**config.mk**
```make
export PLATFORM = sky130hd
export DESIGN_NAME = game_event_sched
export DESIGN_NICKNAME = d
export VERILOG_FILES = /design/src/rtl/game_event_sched.sv
export SDC_FILE = /design/constraint.sdc
export NUM_CORES = 1
export LEC_CHECK = 0
export BUFFER_PORTS_ARGS = -buffer_cell sky130_fd_sc_hd__buf_2
export CAP_MARGIN = 0
export CORE_MARGIN = 2
export CORE_UTILIZATION = 60
export DETAILED_ROUTE_END_ITERATION = 16
export PLACE_DENSITY = 0.91
export REMOVE_ABC_BUFFERS = 1
export SLEW_MARGIN = 10
export SYNTH_ARGS = -nofsm -noshare
export SYNTH_HDL_FRONTEND = slang
export SYNTH_SLANG_ARGS = --single-unit
export TNS_END_PERCENT = 10
```
**constraint.sdc**
```tcl
create_clock -name main_logic_clk_i -period 12.6 [get_ports main_logic_clk_i]
set_input_delay 2.52 -clock main_logic_clk_i [delete_from_list [all_inputs] [get_ports main_logic_clk_i]]
set_output_delay 2.52 -clock main_logic_clk_i [all_outputs]
set_load 0.05 [all_outputs]
```
**src/rtl/game_event_sched.sv**
```systemverilog
// game_event_sched: merges user input events (read from a FIFO) with
// gravity ticks generated from a programmable period, presenting one event
// at a time to the game logic over a valid/ready handshake.
module game_event_sched #(
   parameter int TICK_W = 24,
   parameter int OVR_W  = 8
) (
   input  logic              main_logic_clk_i,
   input  logic              rst_n_i,
   input  logic [2:0]        user_event_i,
   input  logic              user_event_ready_i,
   output logic              user_event_rd_req_o,
   input  logic              game_active_i,
   input  logic [TICK_W-1:0] tick_period_i,
   output logic [2:0]        ev_o,
   output logic              ev_valid_o,
   input  logic              ev_ready_i,
   output logic              ev_is_tick_o,
   output logic [OVR_W-1:0]  tick_ovr_cnt_o
);

   localparam logic [2:0]        EV_DOWN  = 3'd3;
   localparam logic [TICK_W-1:0] TICK_ONE = {{(TICK_W-1){1'b0}}, 1'b1};
   localparam logic [OVR_W-1:0]  OVR_ONE  = {{(OVR_W-1){1'b0}}, 1'b1};

   typedef enum logic [1:0] {
      IDLE    = 2'd0,
      RD      = 2'd1,
      CAP     = 2'd2,
      PRESENT = 2'd3
   } state_t;

   state_t            state;
   logic [TICK_W-1:0] tick_cnt;
   logic              tick_pend;
   logic              last_grant_tick;

   logic              gravity_en;
   logic              tick_wrap;
   logic              grant_user;
   logic              grant_tick;

   // Saturating increment for the overrun counter.
   function automatic logic [OVR_W-1:0] sat_inc(input logic [OVR_W-1:0] v);
      return (&v) ? v : v + OVR_ONE;
   endfunction

   // Gravity enable, wrap detection and round-robin arbitration between sources.
   always_comb begin
      gravity_en = game_active_i && (tick_period_i != '0);
      tick_wrap  = gravity_en && (tick_cnt >= (tick_period_i - TICK_ONE));
      grant_user = (state == IDLE) && user_event_ready_i && (!tick_pend || last_grant_tick);
      grant_tick = (state == IDLE) && tick_pend && (!user_event_ready_i || !last_grant_tick);
   end

   // Gravity tick counter, pending flag and overrun counter.
   // A wrap on the same edge that the pending tick is granted counts as a fresh
   // tick, not an overrun, since the old one is being consumed.
   always_ff @(posedge main_logic_clk_i) begin
      if (!rst_n_i) begin
         tick_cnt       <= '0;
         tick_pend      <= 1'b0;
         tick_ovr_cnt_o <= '0;
      end else if (!gravity_en) begin
         tick_cnt  <= '0;
         tick_pend <= 1'b0;
      end else if (tick_wrap) begin
         tick_cnt  <= '0;
         tick_pend <= 1'b1;
         if (tick_pend && !grant_tick) begin
            tick_ovr_cnt_o <= sat_inc(tick_ovr_cnt_o);
         end
      end else begin
         tick_cnt <= tick_cnt + TICK_ONE;
         if (grant_tick) begin
            tick_pend <= 1'b0;
         end
      end
   end

   // Scheduler FSM with registered handshake outputs.
   always_ff @(posedge main_logic_clk_i) begin
      if (!rst_n_i) begin
         state               <= IDLE;
         ev_o                <= '0;
         ev_valid_o          <= 1'b0;
         ev_is_tick_o        <= 1'b0;
         user_event_rd_req_o <= 1'b0;
         last_grant_tick     <= 1'b1;
      end else begin
         case (state)
            IDLE: begin
               if (grant_user) begin
                  state               <= RD;
                  user_event_rd_req_o <= 1'b1;
                  last_grant_tick     <= 1'b0;
               end else if (grant_tick) begin
                  state           <= PRESENT;
                  ev_o            <= EV_DOWN;
                  ev_is_tick_o    <= 1'b1;
                  ev_valid_o      <= 1'b1;
                  last_grant_tick <= 1'b1;
               end
            end
            RD: begin
               user_event_rd_req_o <= 1'b0;
               state               <= CAP;
            end
            CAP: begin
               // FIFO q is valid the cycle after the read request.
               ev_o         <= user_event_i;
               ev_is_tick_o <= 1'b0;
               ev_valid_o   <= 1'b1;
               state        <= PRESENT;
            end
            PRESENT: begin
               if (ev_ready_i) begin
                  ev_valid_o <= 1'b0;
                  state      <= IDLE;
               end
            end
            default: begin
               state <= IDLE;
            end
         endcase
      end
   end

endmodule

```
* Word-level counts from Yosys, hierarchy flattened
Cells that the tools add are included.
** Storage, ports and cells
- Register bits :: 42
- Logic and storage cells :: 70
** Cells by class
- Reduce and logical (&&, ||, !) cells :: 29
- Equality and inequality tests :: 8
- $add $sub $neg :: 3
- Order comparisons :: 1
- Bitwise gates (word level) :: 3
- Muxes and demuxes :: 17
** Operators with widths (number)
- adder 24 x 1 -> 24 bit (second input constant) :: 1
- greater-or-equal comparator 24 bit :: 1
- nonzero test 24 bit :: 1
- subtractor 24 x 1 -> 24 bit (second input constant) :: 1
- adder 8 x 1 -> 8 bit (second input constant) :: 1
- != test 2 bit (second input constant) :: 4
- one-hot mux 2 bit (4 select lines) :: 1
- AND reduction 2 bit :: 4
- AND reduction 4 bit :: 2
- AND reduction 8 bit :: 1
- nonzero test 2 bit :: 4
- logical AND 1 bit :: 7
- two-way mux 1 bit :: 7
- two-way mux 2 bit :: 3
- two-way mux 3 bit :: 2
- one-hot mux 3 bit (2 select lines) :: 1
- == test 2 bit (second input constant) :: 2
- zero test 1 bit :: 4
- one-hot mux 1 bit (2 select lines) :: 2
- != test 3 bit (second input constant) :: 1
- inverter 1 bit :: 3
- one-hot mux 1 bit (3 select lines) :: 1
- AND reduction 3 bit :: 1
- nonzero test 3 bit :: 1
- 4 further kinds :: 5

* Longest topological paths before layout
- Depth after elaboration :: 6
- Mapped depth :: 17

* Worst setup path before layout
OpenSTA, ideal clock, no wires.
- Path kind :: in2reg
- Start :: in tick_period_i[3]
- End :: reg tick_ovr_cnt_o[5]
- Data required time :: 12.530 ns
- Setup slack :: 6.516 ns
- Arrival time :: 6.014 ns
- Stages on the path :: 15
- Cell sequence :: or3_1 -> or4_1 -> nor2b_1 -> inv_2 -> or4_1 -> clkbuf_1 -> nor3_1 -> xnor2_1 -> ha_1 -> nand4_1 -> nor4_1 -> a32o_1 -> o21ai_2 -> or4_1 -> a21oi_1
** Between the ends
- Cells in the longest elaborated chain, start to end :: 4
** Ends and longest elaborated chain
- start: declaration :: RTL line 14 : input logic [TICK_W-1:0] tick_period_i,
- subtractor 24 x 1 -> 24 bit / nonzero test 24 bit (equally long branches) :: RTL line 51, 50
- greater-or-equal comparator 24 bit / logical AND 1 bit (equally long branches) :: RTL line 51, 50
- logical AND 1 bit :: RTL line 51 : tick_wrap = gravity_en && (tick_cnt >= (tick_period_i - TICK_ONE));
- AND reduction 4 bit (no source line) (*)
- end signal: assignment :: RTL line 71 : tick_ovr_cnt_o <= sat_inc(tick_ovr_cnt_o);
- end: declaration :: RTL line 19 : output logic [OVR_W-1:0] tick_ovr_cnt_o
Every way passes the cells marked *; elsewhere a longest branch is shown, timed or not.
A chain may end at the register's enable or synchronous reset.

* Final worst setup path
- Start :: in tick_period_i[3]
- End :: reg tick_cnt[17]
** Between the ends
- Cells in the longest elaborated chain, start to end :: 4
** Ends and longest elaborated chain
- subtractor 24 x 1 -> 24 bit / nonzero test 24 bit (equally long branches) :: RTL line 51, 50
- greater-or-equal comparator 24 bit / logical AND 1 bit (equally long branches) :: RTL line 51, 50
- logical AND 1 bit / inverter 1 bit (equally long branches)
- OR reduction 3 bit (no source line) (*)
- end signal: assignment :: RTL line 74 : tick_cnt <= tick_cnt + TICK_ONE;
- end: declaration :: RTL line 34 : logic [TICK_W-1:0] tick_cnt;
Marked as above.

==> impl_metrics.tcl <==
set metrics [dict create \
    first_global_vias 2304 \
    ys_seq_area_share_pct 30.3 \
    start_util_pct 62.8 \
    diodes 0 \
    r2r-start "tick_cnt[0]$_SDFF_PP0_" \
    synth_seq_cells 42 \
    slew_headroom_pct 39.9 \
    routedWlPerCell_um 13.1 \
    max_freq_ghz 0.154 \
    layout.nets 447 \
    area_growth_pct 14.1 \
    synth_edf_count 0 \
    crit_required_ns 12.81 \
    rr_endpoint "tick_cnt[17]$_SDFF_PP0_" \
    status "finished clean" \
    place_congestion 0.918 \
    fp.dieArea_mm2 0.00518 \
    skew_ns 0.00581 \
    cts_hold_buf 0 \
    route.detailed.drc 0 \
    finalHoldViolations 0 \
    grt_max_degree 25 \
    die_height_um 72.0 \
    grt_usage_pct 23.8 \
    vias 2507 \
    clkTransAtPathRegs_ns 0.08 \
    rsz0062_at_grt "no" \
    ir_drop_mv 0.0735 \
    ant_nets 0 \
    post_cts_resize_count 0 \
    drtPass1Iterations 4 \
    place.port_buffers 45 \
    cts_tree "built" \
    synthAdderAreaFrac_pct 14.4 \
    cts_setup_buffers 0 \
    syn_avg_cell_area_um2 8.20 \
    min_period_ns 6.51 \
    cts_max_level 2 \
    worst_pin_slew_ns 0.900 \
    tns_ns 0 \
    whs_ns 0.485 \
    synth_mux_area_share_pct 0.722 \
    cp-endpoint "tick_cnt[17]$_SDFF_PP0_" \
    fin_util_pct 71.7 \
    setup_violations 0 \
    placed_cell_area_mm2 0.00303 \
    synth_compound_gate_area_share_pct 10.7 \
    ios 46 \
    grt_pass1_wl_um 10000 \
    synthArstFlopShare_pct 0 \
    hold_path.class "reg -> reg" \
    cts_root_buf "clkbuf_8" \
    p_leak_nw 1.30 \
    cp-startpoint "tick_period_i[3]" \
    wirelength_um 5690 \
    ys_types 45 \
    synth_top_family_by_area "simple AND/OR/NAND/NOR gates" \
    clock_path_buffers 2 \
    layout_common_cells "nor2_1, buf_2, dfxtp_1, ha_1, xnor2_1" \
    grt-ovfl-total 0 \
    vias_per_cell 5.75 \
    num_rows 24 \
    p_per_area_mw_per_mm2 125 \
    synth_ff_type "dfxtp_1" \
    synthXorXnorAreaFrac_pct 14.2 \
    r2r_setup_slack_ns 9.80 \
    cts_buffers 5 \
    synth_area_mm2 0.00277 \
    crit_type "in -> reg" \
    clock_latency_ns 0.30 \
    finalInstanceArea_mm2 0.00316 \
    antenna_found_initial 0 \
    die_w_um 72.0 \
    yosys.area_share.simple_pct 25.9 \
    coreArea_mm2 0.00441 \
    cp_max_fo 24 \
    period_share_pct 51.6 \
    hpwl_um 4430 \
    drive_gt1_share_pct 15.6 \
    drtIter0Drc 147 \
    synthCells 338 \
    mostFrequentLayoutCell "nor2_1" \
    ys_warn_count 0 \
    rr_worst_depth 9 \
    max-cap-violations 0 \
    cts_sinks 42 \
    start_kind "primary input" \
    arrival_ns 6.72 \
    end_kind "flop" \
    drv_slew 0 \
]
state kept, by name (all words and copies together), names as in the netlist:
signal,count
tick_cnt,24
tick_ovr_cnt_o,8
ev_o,3
state,2
ev_is_tick_o,1
ev_valid_o,1
last_grant_tick,1
tick_pend,1
user_event_rd_req_o,1
critical path, stage by stage:
cell and delay, ns:
buf_2 0.12, or3_1 0.38, or4_1 0.44, nor2b_1 0.23, inv_2 0.06, or4_1 0.59
nor2_1 0.17, xnor2_1 0.15, ha_1 0.28, a21oi_1 0.20, nor2b_1 0.09, o21ai_0 0.18
o211ai_1 0.15, nor2_1 0.18, nand3_1 0.66, nor2_1 0.30
kinds of logic (layout without fill, tap and decap cells):
group                      Yosys count  in the layout
DFF                                 42             42
and+or+nand+nor                    146            146
muxes                                2              2
buffers and inverters               24             70
AOI/OAI and AO/OA                   47             47
xor gates and xnor gates            45             45
adders and majority gates           32             32
per-stage QoR:
| step | worst slack (ns) | power [mW] | cells |
|---|---|---|---|
| 2_1_floorplan | 6.47 | 0.240 | 331 |
| 5_1_grt | 5.74 | 0.416 | 436 |
| 6_report | 6.09 | 0.395 | 436 |
| 3_5_place_dp | 5.82 | 0.270 | 428 |
| 3_3_place_gp | 6.04 | 0.264 | 428 |
| 4_1_cts | 6.13 | 0.397 | 436 |
layout make-up:
class	count	area [um2]
multi-input cells	272	1830
fillers	338	1250
flip-flops and latches	42	841
repair buffers	45	225
clock buffers	5	68.8
clock inverters	3	68.8
well taps	52	65.1
inverters	17	63.8
synthesized netlist by cell type (2+ instances only):
master / n / area share [%]
or4_1: 7 / 1.9
and2_1: 3 / 0.68
xnor2_1: 29 / 9.2
buf_2: 2 / 0.36
nand2b_1: 2 / 0.45
nor2_1: 53 / 7.2
a211oi_1: 2 / 0.54
nor2b_1: 2 / 0.45
xor2_1: 16 / 5.1
o31ai_1: 2 / 0.54
inv_1: 16 / 2.2
dfxtp_1: 42 / 30
nand2_1: 20 / 2.7
clkbuf_1: 4 / 0.54
a32oi_1: 2 / 0.63
nor3_1: 11 / 2.0
nor4_1: 4 / 0.90
o21ai_0: 7 / 1.3
a21oi_1: 17 / 3.1
nand3_1: 20 / 3.6
or3_4: 2 / 0.81
mux2i_1: 2 / 0.72
nand4_1: 6 / 1.4
o211ai_1: 2 / 0.54
or3_1: 6 / 1.4
o22ai_1: 2 / 0.45
ha_1: 32 / 14
and3_1: 6 / 1.4
o21ai_1: 3 / 0.54
routing by layer:
layer,global-route usage [%],vias to the layer above,routed length [um]
li1,-,1277,-
met1,31.0,1144,2670
met2,40.7,78,2650
met3,4.31,8,297
met4,6.71,0,68
met5,0,-,0
power breakdown:
part	internal [mW]	total [mW]	switching, mW
sequential	0.145	0.153	0.00813
combinational	0.0398	0.116	0.0759
clock	0.0794	0.127	0.0475
how the worst min path moves through the flow:
stage	start	end	slack [ns]	cells past startpoint
2_1_floorplan	tick_cnt[0]$_SDFF_PP0_	tick_cnt[0]$_SDFF_PP0_	0.44	1
3_3_place_gp	tick_cnt[0]$_SDFF_PP0_	tick_cnt[0]$_SDFF_PP0_	0.46	1
3_5_place_dp	tick_cnt[0]$_SDFF_PP0_	tick_cnt[0]$_SDFF_PP0_	0.47	1
4_1_cts	tick_cnt[0]$_SDFF_PP0_	tick_cnt[0]$_SDFF_PP0_	0.49	1
5_1_grt	tick_cnt[0]$_SDFF_PP0_	tick_cnt[0]$_SDFF_PP0_	0.51	1
6_report	tick_cnt[0]$_SDFF_PP0_	tick_cnt[0]$_SDFF_PP0_	0.48	1
Power figures use the tool's default switching activity.
